`src/rtl/trap_pkg.sv`:
```
// Shared definitions for the machine-mode trap entry/return block:
// CSR addresses, mstatus field positions, privilege encodings and FSM states.
// Optional feature macro: TRAP_VECTORED_MODE_EN (vectored interrupt dispatch).
package trap_pkg;

    localparam logic [11:0] CSR_MSTATUS = 12'h300;
    localparam logic [11:0] CSR_MTVEC   = 12'h305;
    localparam logic [11:0] CSR_MEPC    = 12'h341;
    localparam logic [11:0] CSR_MCAUSE  = 12'h342;
    localparam logic [11:0] CSR_MTVAL   = 12'h343;

    localparam int MSTATUS_MIE    = 3;
    localparam int MSTATUS_MPIE   = 7;
    localparam int MSTATUS_MPP_LO = 11;
    localparam int MSTATUS_MPP_HI = 12;

    localparam logic [1:0] PRIV_M = 2'b11;
    localparam logic [1:0] PRIV_U = 2'b00;

    typedef enum logic [2:0] {
        IDLE,
        DRAIN,
        COMMIT,
        RETURN,
        REDIRECT
    } trap_state_e;

endpackage

```
`src/rtl/trap_csr_file.sv`:
```
// Machine-mode trap CSRs (mstatus, mtvec, mepc, mcause, mtval) with the
// combinational read mux and write masking. Save/restore strobes come from
// the trap FSM in trap_entry_ctrl.
// Optional feature macro: TRAP_VECTORED_MODE_EN (keeps mtvec[0] writable).
module trap_csr_file
    import trap_pkg::*;
#(
    parameter logic [63:0] MTVEC_RESET = 64'h0
) (
    input  logic        clk,
    input  logic        reset,
    input  logic        csrWe_i,
    input  logic [11:0] csrAddr_i,
    input  logic [63:0] csrWdata_i,
    output logic [63:0] csrRdata_o,
    input  logic        save_i,
    input  logic [63:0] savePc_i,
    input  logic [63:0] saveCause_i,
    input  logic [63:0] saveVal_i,
    input  logic [1:0]  savePriv_i,
    input  logic        restore_i,
    output logic [63:0] mtvec_o,
    output logic [63:0] mepc_o,
    output logic        mie_o,
    output logic [1:0]  mpp_o
);

`ifdef TRAP_VECTORED_MODE_EN
    localparam logic [63:0] MTVEC_MASK = ~64'h2;
`else
    localparam logic [63:0] MTVEC_MASK = ~64'h3;
`endif
    localparam logic [63:0] MEPC_MASK = ~64'h3;

    logic        mie_q;
    logic        mpie_q;
    logic [1:0]  mpp_q;
    logic [63:0] mtvec_q;
    logic [63:0] mepc_q;
    logic [63:0] mcause_q;
    logic [63:0] mtval_q;

    // Register updates: trap save and mret restore take precedence over software writes
    always_ff @(posedge clk) begin
        if (reset) begin
            mie_q    <= 1'b0;
            mpie_q   <= 1'b0;
            mpp_q    <= 2'b00;
            mtvec_q  <= MTVEC_RESET & MTVEC_MASK;
            mepc_q   <= 64'h0;
            mcause_q <= 64'h0;
            mtval_q  <= 64'h0;
        end else if (save_i) begin
            mepc_q   <= savePc_i & MEPC_MASK;
            mcause_q <= saveCause_i;
            mtval_q  <= saveVal_i;
            mpie_q   <= mie_q;
            mie_q    <= 1'b0;
            mpp_q    <= savePriv_i;
        end else if (restore_i) begin
            mie_q    <= mpie_q;
            mpie_q   <= 1'b1;
            mpp_q    <= PRIV_U;
        end else if (csrWe_i) begin
            case (csrAddr_i)
                CSR_MSTATUS: begin
                    mie_q  <= csrWdata_i[MSTATUS_MIE];
                    mpie_q <= csrWdata_i[MSTATUS_MPIE];
                    mpp_q  <= csrWdata_i[MSTATUS_MPP_HI:MSTATUS_MPP_LO];
                end
                CSR_MTVEC:  mtvec_q  <= csrWdata_i & MTVEC_MASK;
                CSR_MEPC:   mepc_q   <= csrWdata_i & MEPC_MASK;
                CSR_MCAUSE: mcause_q <= csrWdata_i;
                CSR_MTVAL:  mtval_q  <= csrWdata_i;
                default: ;
            endcase
        end
    end

    // Read mux; unimplemented addresses and unimplemented mstatus bits read zero
    always_comb begin
        csrRdata_o = 64'h0;
        case (csrAddr_i)
            CSR_MSTATUS: begin
                csrRdata_o[MSTATUS_MIE]                   = mie_q;
                csrRdata_o[MSTATUS_MPIE]                  = mpie_q;
                csrRdata_o[MSTATUS_MPP_HI:MSTATUS_MPP_LO] = mpp_q;
            end
            CSR_MTVEC:  csrRdata_o = mtvec_q;
            CSR_MEPC:   csrRdata_o = mepc_q;
            CSR_MCAUSE: csrRdata_o = mcause_q;
            CSR_MTVAL:  csrRdata_o = mtval_q;
            default:    csrRdata_o = 64'h0;
        endcase
    end

    assign mtvec_o = mtvec_q;
    assign mepc_o  = mepc_q;
    assign mie_o   = mie_q;
    assign mpp_o   = mpp_q;

endmodule

```
`src/rtl/trap_entry_ctrl.sv`:
```
// Trap entry / mret return sequencer: drains the pipeline, saves or restores
// machine-mode state through trap_csr_file, then issues a one-cycle redirect.
// Also tracks the current privilege level for trap_handler.
// Optional feature macro: TRAP_VECTORED_MODE_EN (interrupts dispatch to
// base + 4*cause when mtvec[0] is set).
module trap_entry_ctrl
    import trap_pkg::*;
#(
    parameter logic [63:0] MTVEC_RESET = 64'h0
) (
    input  logic        CLK,
    input  logic        RESET,
    input  logic        CS,
    input  logic [63:0] CAUSE,
    input  logic [63:0] TRAP_PC,
    input  logic [63:0] TRAP_VAL,
    input  logic        MRET,
    input  logic        FLUSH_ACK,
    input  logic        CSR_WE,
    input  logic [11:0] CSR_ADDR,
    input  logic [63:0] CSR_WDATA,
    output logic [63:0] CSR_RDATA,
    output logic        FLUSH,
    output logic        REDIRECT_VALID,
    output logic [63:0] REDIRECT_PC,
    output logic [1:0]  PRIVILEGE,
    output logic        MIE,
    output logic        BUSY
);

    trap_state_e state_q;
    logic        isRet_q;
    logic [63:0] savedCause_q;
    logic [63:0] savedPc_q;
    logic [63:0] savedVal_q;
    logic [1:0]  priv_q;
    logic [63:0] redirPc_q;
    logic        flush_q;
    logic        redirValid_q;
    logic        busy_q;

    logic        csrMie;
    logic [1:0]  csrMpp;
    logic [63:0] csrMtvec;
    logic [63:0] csrMepc;
    logic        trapMasked;
    logic        trapAccept;
    logic        csrWriteEn;
    logic [63:0] vecBase;
    logic [63:0] trapTarget;

    // Interrupts taken in M-mode with MIE clear are held off; exceptions never are
    always_comb begin
        trapMasked = CAUSE[63] && !csrMie && (priv_q == PRIV_M);
        trapAccept = CS && !trapMasked;
        csrWriteEn = (state_q == IDLE) && CSR_WE && !trapAccept && !MRET;
    end

    // Trap target: mtvec base, or base + 4*cause for interrupts in vectored mode
    always_comb begin
        vecBase    = csrMtvec & ~64'h3;
        trapTarget = vecBase;
`ifdef TRAP_VECTORED_MODE_EN
        if (csrMtvec[0] && savedCause_q[63]) begin
            trapTarget = vecBase + (savedCause_q << 2);
        end
`endif
    end

    // Sequencer FSM with registered FLUSH / REDIRECT / BUSY and privilege tracking
    always_ff @(posedge CLK) begin
        if (RESET) begin
            state_q      <= IDLE;
            isRet_q      <= 1'b0;
            savedCause_q <= 64'h0;
            savedPc_q    <= 64'h0;
            savedVal_q   <= 64'h0;
            priv_q       <= PRIV_M;
            redirPc_q    <= 64'h0;
            flush_q      <= 1'b0;
            redirValid_q <= 1'b0;
            busy_q       <= 1'b0;
        end else begin
            case (state_q)
                IDLE: begin
                    if (trapAccept) begin
                        state_q      <= DRAIN;
                        isRet_q      <= 1'b0;
                        savedCause_q <= CAUSE;
                        savedPc_q    <= TRAP_PC;
                        savedVal_q   <= TRAP_VAL;
                        flush_q      <= 1'b1;
                        busy_q       <= 1'b1;
                    end else if (MRET) begin
                        state_q <= DRAIN;
                        isRet_q <= 1'b1;
                        flush_q <= 1'b1;
                        busy_q  <= 1'b1;
                    end
                end
                DRAIN: begin
                    if (FLUSH_ACK) begin
                        state_q <= isRet_q ? RETURN : COMMIT;
                        flush_q <= 1'b0;
                    end
                end
                COMMIT: begin
                    state_q      <= REDIRECT;
                    priv_q       <= PRIV_M;
                    redirPc_q    <= trapTarget;
                    redirValid_q <= 1'b1;
                end
                RETURN: begin
                    state_q      <= REDIRECT;
                    priv_q       <= csrMpp;
                    redirPc_q    <= csrMepc;
                    redirValid_q <= 1'b1;
                end
                REDIRECT: begin
                    state_q      <= IDLE;
                    redirValid_q <= 1'b0;
                    busy_q       <= 1'b0;
                end
                default: begin
                    state_q      <= IDLE;
                    flush_q      <= 1'b0;
                    redirValid_q <= 1'b0;
                    busy_q       <= 1'b0;
                end
            endcase
        end
    end

    trap_csr_file #(
        .MTVEC_RESET (MTVEC_RESET)
    ) u_csr (
        .clk         (CLK),
        .reset       (RESET),
        .csrWe_i     (csrWriteEn),
        .csrAddr_i   (CSR_ADDR),
        .csrWdata_i  (CSR_WDATA),
        .csrRdata_o  (CSR_RDATA),
        .save_i      (state_q == COMMIT),
        .savePc_i    (savedPc_q),
        .saveCause_i (savedCause_q),
        .saveVal_i   (savedVal_q),
        .savePriv_i  (priv_q),
        .restore_i   (state_q == RETURN),
        .mtvec_o     (csrMtvec),
        .mepc_o      (csrMepc),
        .mie_o       (csrMie),
        .mpp_o       (csrMpp)
    );

    assign FLUSH          = flush_q;
    assign REDIRECT_VALID = redirValid_q;
    assign REDIRECT_PC    = redirPc_q;
    assign PRIVILEGE      = priv_q;
    assign MIE            = csrMie;
    assign BUSY           = busy_q;

endmodule

```
`config.mk`:
```
export PLATFORM = sky130hd
export DESIGN_NAME = trap_entry_ctrl
export DESIGN_NICKNAME = d
export VERILOG_FILES = /design/src/rtl/trap_pkg.sv /design/src/rtl/trap_csr_file.sv /design/src/rtl/trap_entry_ctrl.sv
export SDC_FILE = /design/constraint.sdc
export NUM_CORES = 1
export LEC_CHECK = 0
export ABC_AREA = 1
export CORE_AREA = 2 2 212 214
export DETAILED_ROUTE_END_ITERATION = 16
export DIE_AREA = 0 0 214 216
export PLACE_DENSITY = 0.81
export SYNTH_ARGS = -nofsm -noshare
export SYNTH_HDL_FRONTEND = slang
export SYNTH_HIERARCHICAL = 1
export SYNTH_SLANG_ARGS = --single-unit
export TNS_END_PERCENT = 5
```
`constraint.sdc`:
```
create_clock -name CLK -period 4 [get_ports CLK]
set_clock_uncertainty 0.15 [all_clocks]
set_input_delay 0.4 -clock CLK [delete_from_list [all_inputs] [get_ports CLK]]
set_output_delay 0.4 -clock CLK [all_outputs]
set_load 0.05 [all_outputs]
```
Word level (Yosys, flattened, before mapping)
Cells that the tools add are included.
{"block": "word_totals", "ff_bits": 521, "in_bits": 274, "output_inout_bits": 134}
{"block": "classes", "eq_ne": 13, "mux": 44, "bitwise_logic": 4, "reduce_logical": 37}
{"cell": "two-way mux 64 bit", "count": 12}
{"cell": "one-hot mux 51 bit (4 select lines)", "count": 1}
{"cell": "one-hot mux 64 bit (2 select lines)", "count": 1}
{"cell": "equality test 12 x 10 -> 1 bit (second input constant)", "count": 5}
{"cell": "one-hot mux 3 bit (4 select lines)", "count": 3}
{"cell": "nonzero test 2 bit", "count": 8}
{"cell": "two-way mux 1 bit", "count": 12}
{"cell": "AND reduction 2 bit", "count": 6}
{"cell": "AND reduction 3 bit", "count": 4}
{"cell": "one-hot mux 1 bit (5 select lines)", "count": 2}
{"cell": "one-hot mux 2 bit (5 select lines)", "count": 1}
{"cell": "two-way mux 3 bit", "count": 3}
{"cell": "one-hot mux 3 bit (3 select lines)", "count": 1}
{"cell": "two-way mux 2 bit", "count": 4}
{"cell": "equality test 3 x 2 -> 1 bit (second input constant)", "count": 2}
{"cell": "logical AND 1 bit", "count": 6}
{"cell": "nonzero test 3 bit", "count": 2}
{"cell": "OR reduction 2 bit", "count": 3}
{"cell": "OR reduction 3 bit", "count": 2}
{"cell": "zero test 1 bit", "count": 4}
{"cell": "NOT 1 bit", "count": 4}
{"cell": "one-hot mux 1 bit (2 select lines)", "count": 2}
{"cell": "one-hot mux 2 bit (2 select lines)", "count": 1}
{"cell": "AND reduction 4 bit", "count": 1}
{"cell": "other kinds (8)", "count": 8}

Longest topological paths before layout
Gate-level depths: netlist of the first run.
{"block": "logic_depth", "ltp_word": 11, "ltp_mapped": 14, "depth_no_buf": 12}

By module
Netlist of the first run, hierarchy kept.
{"mod": "trap_csr_file", "instances": 1, "cells_each": 2404, "area_per_inst_um2": 14276.2}
{"mod": "trap_entry_ctrl", "instances": 1, "cells_each": 1263, "area_per_inst_um2": 9560.4}

Least setup slack after synthesis of the first run
No wires, ideal clock.
{"block": "synth_path", "path_type": "register -> register", "from": "register priv_q[0] (netlist: PRIVILEGE[0])", "to": "register u_csr.mcause_q[43]", "setup_ns": 0.115, "arrival_ns": 2.190, "required_ns": 3.735, "path_slack_ns": 1.545, "stages_incl_launch_ff": 14, "path_buffers": 2, "cell_sequence": "dfxtp_1 inv_1 nor2_1 nand2_1 nand2_1 nand2_1 nor2_1 inv_1 nor2_1 nand3_2 buf_2 buf_2 a21oi_1 nor2_1"}
{"block": "synth_via", "elab_chain_len": 9}
{"element": "start, declared", "line_no": "trap_entry_ctrl.sv:36", "rtl": "logic [1:0] priv_q;"}
{"element": "start signal, assigned", "line_no": "trap_entry_ctrl.sv:115", "rtl": "priv_q <= csrMpp;"}
{"element": "equality test 2 bit", "line_no": "trap_entry_ctrl.sv:54", "rtl": "trapMasked = CAUSE[63] && !csrMie && (priv_q == PRIV_M);"}
{"element": "logical AND 1 bit", "line_no": "trap_entry_ctrl.sv:54"}
{"element": "zero test 1 bit", "line_no": "trap_entry_ctrl.sv:55", "rtl": "trapAccept = CS && !trapMasked;"}
{"element": "logical AND 1 bit", "line_no": "trap_entry_ctrl.sv:55"}
{"element": "zero test 1 bit", "line_no": "trap_entry_ctrl.sv:56", "rtl": "csrWriteEn = (state_q == IDLE) && CSR_WE && !trapAccept && !MRET;"}
{"element": "logical AND 1 bit (2 in a row)", "line_no": "trap_entry_ctrl.sv:56"}
{"element": "via csrWriteEn", "line_no": "trap_entry_ctrl.sv:48", "rtl": "logic csrWriteEn;"}
{"element": "nonzero test 2 bit (no line)"}
{"element": "AND reduction 3 bit (no line)"}
{"element": "end signal, assigned", "line_no": "trap_csr_file.sv:55", "rtl": "mcause_q <= saveCause_i;"}
{"element": "end signal, assigned", "line_no": "trap_csr_file.sv:73", "rtl": "CSR_MCAUSE: mcause_q <= csrWdata_i;"}
{"element": "end, declared", "line_no": "trap_csr_file.sv:40", "rtl": "logic [63:0] mcause_q;"}
The timed path passes the listed nets, and every way through them passes these cells.
A chain may end at the register's enable or synchronous reset.

Final worst setup path of the first run
{"block": "layout_path", "from": "input port CSR_ADDR[6]", "to": "output port CSR_RDATA[29]"}
{"block": "layout_via", "elab_chain_len": 2, "elab_cells_between_ends": 5, "cone_classes": "eq/ne (4); mux (1)"}
{"element": "start, declared", "line_no": "trap_entry_ctrl.sv:20", "rtl": "input logic [11:0] CSR_ADDR,"}
{"element": "equality test 12 x 10 -> 1 bit", "line_no": "trap_csr_file.sv:83", "rtl": "case (csrAddr_i)"}
{"element": "one-hot mux 51 bit (4 select lines) (*)", "line_no": "trap_csr_file.sv:83"}
{"element": "end, declared", "line_no": "trap_entry_ctrl.sv:22", "rtl": "output logic [63:0] CSR_RDATA,"}
Every way passes the cells marked *; elsewhere a longest branch is shown, timed or not.

==> impl_metrics.toml, run 1 <==
[global_route]
grt_start_max_net_pins = 226
grt_overflow = 0
first_global_vias = 22300
grt_pass1_wl_mm = 118
antenna_found_initial = 6
grt.total_usage = 0.316

[power]
cellPowerDensity_mw_per_mm2 = 388
power.leakage_nw = 12.6
ir_drop_mv = 0.322

[floorplanning]
design.die.area_mm2 = 0.0462
initial_core_util = 0.542
row_count = 77
fp.dieH_um = 216
io_pins = 408
core-area_mm2 = 0.0438
die_x_um = 214

[sta]
rsz0062_at_grt = "no"
fmax_mhz = 294
max-slew-margin-rel = 0.0165
postLayoutSetupSlackWorst_ns = 0.596
period_share = 0.851
min_period_ns = 3.40
final_max_slew_viol_count = 0
setup_viol = 0
tns_ns = 0
hold_violations = 0
worst_pin_slew_ns = 1.48

[setup_path]
end_kind = "output pin"
worstPathCellList = "clkdlybuf4s50_1, inv_1, nor2_1, nand2_1, nor2_4, nand2_2, inv_2, buf_12, nand2_1, nand4_1, buf_12"
critPathSlowestCell = "clkdlybuf4s50_1"
cp_max_fo = 29
cp_num_buf_inv = 5
path_class = "in -> out"
arrival_ns = 2.85
critPathTopFamily = "buffers and inverters"
cp_slowest_stage_delay_ns = 0.50
cp.required_ns = 3.45
start_kind = "input port"

[clock_tree]
holdBufCountCts = 1
cts_tree = "built"
root_buffer = "clkbuf_16"
clockBufferDepth = 3
htreeDepth = 2
clock_latency_ns = 0.60
cts_resized = 0
numCtsBuffers = 55
postCtsSetupBuffers = 0
clk_pin_slew_worst_paths_ns = 0.06
cts.sinks = 519

[cells_and_area]
final_area_mm2 = 0.0301
layout-drive-gt1-share = 0.0539
area.growth.synth_to_final_pct = 26.7
final_util = 0.686
layout.cells.non_filler = 4530
nNetsFinal = 4164

[route]
vias = 24300
wl_per_cell_um = 16.7
viasPerCell = 5.36
first_pass_iters = 6
ant_nets = 0
drt_wl_total_mm = 75.5
dr.first_iter.drc_count = 2636
drc_errors = 0

[yosys]
avgSynthCellArea_um2 = 6.50
synth.cell_area_mm2 = 0.0238
postSynthCellCount = 3657
ys_warn_count = 6

[placed_design]
place_ws_ns = 0.543
port_buffers = 405
gp_congestion = 0.833
place_inst = 4424
dpl.hpwl_mm = 44.5
place_area_mm2 = 0.0283

[hold_path]
hold_path_class = "in -> reg"

[flow_run]
cap_viol_max_count = 0

[outcome]
status = "finished clean"
==> tightest hold or removal path, delay by kind of cell <==
kind | cells | cell delay (ns)
AND/OR/NAND/NOR | 1 | 0.06
AO/OA/AOI/OAI | 1 | 0.05
buffers and inverters | 1 | 0.39
==> per-stage QoR <==
stage               hold WS [ns]  total power [mW]
floorplan                  0.293              6.18
global placement           0.284              6.64
detailed placement         0.295              6.66
CTS                        0.165              11.7
global route               0.195              12.1
finish                     0.195              11.7
==> final timing paths <==
check / startpoint / endpoint / slack (ns) / cells after the start
worst max-delay path: CSR_ADDR[6] / CSR_RDATA[29] / 0.60 / 11
worst min-delay path: CAUSE[44] / savedCause_q[44] / 0.19 / 3
worst max register to register: state_q[1] / u_csr/mcause_q[48] / 0.80 / 12
worst min register to register: FLUSH / FLUSH / 0.31 / 2
==> cell type report <==
| cell class | instances | area (µm²) |
|---|---|---|
| antenna | 5 | 12.5 |
| clock buffer | 84 | 1640 |
| fill | 3729 | 13700 |
| sequential | 519 | 10400 |
| tap | 592 | 741 |
| multi-input combinational | 2642 | 11100 |
| timing repair buffer | 438 | 5120 |
| inverter | 234 | 897 |
| clock inverter | 16 | 161 |
==> where the power goes <==
group	leakage [nW]	internal [mW]	switching, mW
Sequential	4.21	5.35	0.0987
Combinational	7.52	0.466	0.647
Clock	0.890	3.00	2.09
Total	12.6	8.82	2.84
==> cells in the final DEF (no fill, tap or decap), types with 2 or more instances in the layout <==
cell type and n:
a21oi_1 390, buf_12 77, inv_6 2, clkbuf_16 57, nand3_4 4, buf_4 17, clkbuf_8 11, o22ai_1 4
clkdlybuf4s50_1 342, clkbuf_1 16, nor2_2 3, bufinv_16 3, a31oi_1 51, nand4_1 58, nand3_1 218, diode_2 5
nor2_1 274, nor3_1 2, conb_1 2, inv_2 8, nor2_4 4, and2_2 2, nand2_2 3, inv_1 222
clkinv_2 12, nand2_1 1614, o21ai_0 6, dfxtp_1 519, nor3_2 3
==> sequential cells by signal (all words and copies together) (netlist names), 2 cells and up <==
register / flops
REDIRECT_PC: 64
savedCause_q: 64
savedVal_q: 64
u_csr/mcause_q: 64
u_csr/mtval_q: 64
savedPc_q: 62
u_csr/mepc_o: 62
u_csr/mtvec_o: 62
state_q: 3
PRIVILEGE: 2
u_csr/mpp_o: 2
==> per-layer routing <==
metal  share of wire  up-vias  wire [µm]  global-route usage
met3           0.092      170       6970              0.0586
met5         0.00016        -         12                   0
met1            0.40    11100      30500               0.404
met2            0.47     1134      35700               0.527
met4           0.031        2       2350               0.128
li1                -    11900          -                   -
(Power assumes the default switching activity.)
==> run 2, diff against run 1 <==
CORE_AREA = 2 2 218 220   (was 2 2 212 214)
DIE_AREA = 0 0 220 222   (was 0 0 214 216)
PLACE_DENSITY = 0.77   (was 0.81)
==> run 2 against run 1 <==
Net effect: total power increased by 5.4%; via count fell by 1.3%; die area grew 5.7%; sequential share of layout area shrank 0.20 points; register-to-register slack improved by 0.07 ns; design area up 0.57%; core utilization down 3.2 points; critical path type unchanged; largest cell class unchanged; highest routed layer unchanged.
==> impl_metrics.toml, run 2 (synthesized netlist as in run 1, its figures left out) <==
[sta]
fmax_mhz = 298
period_share = 0.839
rsz0062_at_grt = "no"
setup_viol = 0
tns_ns = 0
hold_violations = 0
worst_pin_slew_ns = 1.13
min_period_ns = 3.36
max-slew-margin-rel = 0.245
final_max_slew_viol_count = 0

[setup_path]
cp_max_fo = 34
cp_num_buf_inv = 5
end_kind = "output pin"
reg2reg_depth = 11
rrSetupSlack_ns = 0.87
path_class = "in -> out"
worstPathCellList = "clkdlybuf4s50_1, nand2_1, inv_1, nand2_2, nor2_4, nand2_2, inv_2, buf_4, nand2_1, nand4_1, buf_12"
cp_num_cells = 11
start_kind = "input port"
arrival_ns = 2.81
cp.required_ns = 3.45
endpoint = "CSR_RDATA[44]"
critPathTopFamily = "buffers and inverters"
cp_slowest_stage_delay_ns = 0.48
critPathSlowestCell = "clkdlybuf4s50_1"
worstReg2RegStart = "state_q[2]"
crit_start = "CSR_ADDR[9]"
rr_endpoint = "u_csr/mtval_q[46]"

[route]
ant_nets = 0
wl_per_cell_um = 16.8
viasPerCell = 5.28
first_pass_iters = 6
dr.first_iter.drc_count = 2073
vias = 24000
drt_wl_total_mm = 76.2
drc_errors = 0

[power]
ir_drop_mv = 0.365
switching_share = 0.235
cellPowerDensity_mw_per_mm2 = 406
internal_power_mw = 9.40
power.leakage_nw = 12.7
sequentialPowerShare = 0.443
clkPwrFrac = 0.466
p_comb_frac = 0.090
p_sw_mw = 2.89

[placed_design]
port_buffers = 405
gp_congestion = 0.820
dpl.hpwl_mm = 45.0

[clock_tree]
clock_latency_ns = 0.60
cts_tree = "built"
postCtsSetupBuffers = 0
root_buffer = "clkbuf_16"
cts_resized = 0
htreeDepth = 2
cts.sinks = 519
holdBufCountCts = 0
numCtsBuffers = 55
clockBufferDepth = 3
clk_pin_slew_worst_paths_ns = 0.06

[global_route]
grt_overflow = 0
first_global_vias = 21900
grt_start_max_net_pins = 191
grt.total_usage = 0.304
antenna_found_initial = 5
grt_pass1_wl_mm = 118

[cells_and_area]
final_util = 0.654
layout_common_cells = "nand2_1, dfxtp_1, a21oi_1"
final_common_cell = "nand2_1"
nNetsFinal = 4162
area.growth.synth_to_final_pct = 27.4
layout-drive-gt1-share = 0.0549

[flow_run]
cap_viol_max_count = 0

[floorplanning]
die_x_um = 220
row_count = 79
core-area_mm2 = 0.0463
io_pins = 408
fp.dieH_um = 222
design.die.area_mm2 = 0.0488
initial_core_util = 0.514

[outcome]
status = "finished clean"

[hold_path]
hold_path_class = "in -> reg"
[run 2: how the worst min path moves through the flow]
stage               startpoint                to  slack (ns)  depth (start not counted)
floorplan              isRet_q           isRet_q        0.29                          2
global placement         FLUSH             FLUSH        0.29                          2
detailed placement       FLUSH             FLUSH        0.29                          2
CTS                      RESET     savedPc_q[37]        0.02                          2
global route             RESET  savedCause_q[37]        0.05                          2
finish                   RESET  savedCause_q[37]        0.05                          2
[run 2: power groups by stage]
| stage | clock network [mW] | registers, mW | logic (mW) |
|---|---|---|---|
| after global placement | 0 | 5.56 | 1.09 |
| after floorplan | 0 | 5.56 | 0.624 |
| after detailed placement | 0 | 5.56 | 1.10 |
| final | 5.73 | 5.45 | 1.11 |
| after CTS | 5.80 | 5.45 | 1.11 |
| after global routing | 6.01 | 5.47 | 1.23 |
[run 2: layout make-up]
cell class | count | area [µm²]
Sequential cell | 519 | 10400
Clock inverter | 22 | 448
Clock buffer | 79 | 1590
Fill cell | 4199 | 16000
Antenna cell | 4 | 10.0
Timing Repair Buffer | 436 | 5040
Inverter | 234 | 897
Tap cell | 607 | 759
Multi-Input combinational cell | 2642 | 11100
[run 2: per-stage QoR]
step	instances	cell area, µm²	setup slack (ns)	power, mW	hold slack [ns]
floorplan	3658	23800	1.55	6.18	0.293
global placement	4438	28200	0.453	6.65	0.293
detailed placement	4438	28200	0.411	6.66	0.295
CTS	4539	30300	0.653	12.4	0.0177
global route	4543	30300	0.546	12.7	0.0453
finish	4543	30300	0.644	12.3	0.0503
[run 2: metal layers]
metal	global-route usage	vias up	routed length, µm
met4	0.123	2	2750
met5	0	-	14
li1	-	11900	-
met2	0.496	960	35500
met1	0.395	10900	31200
met3	0.0553	163	6680
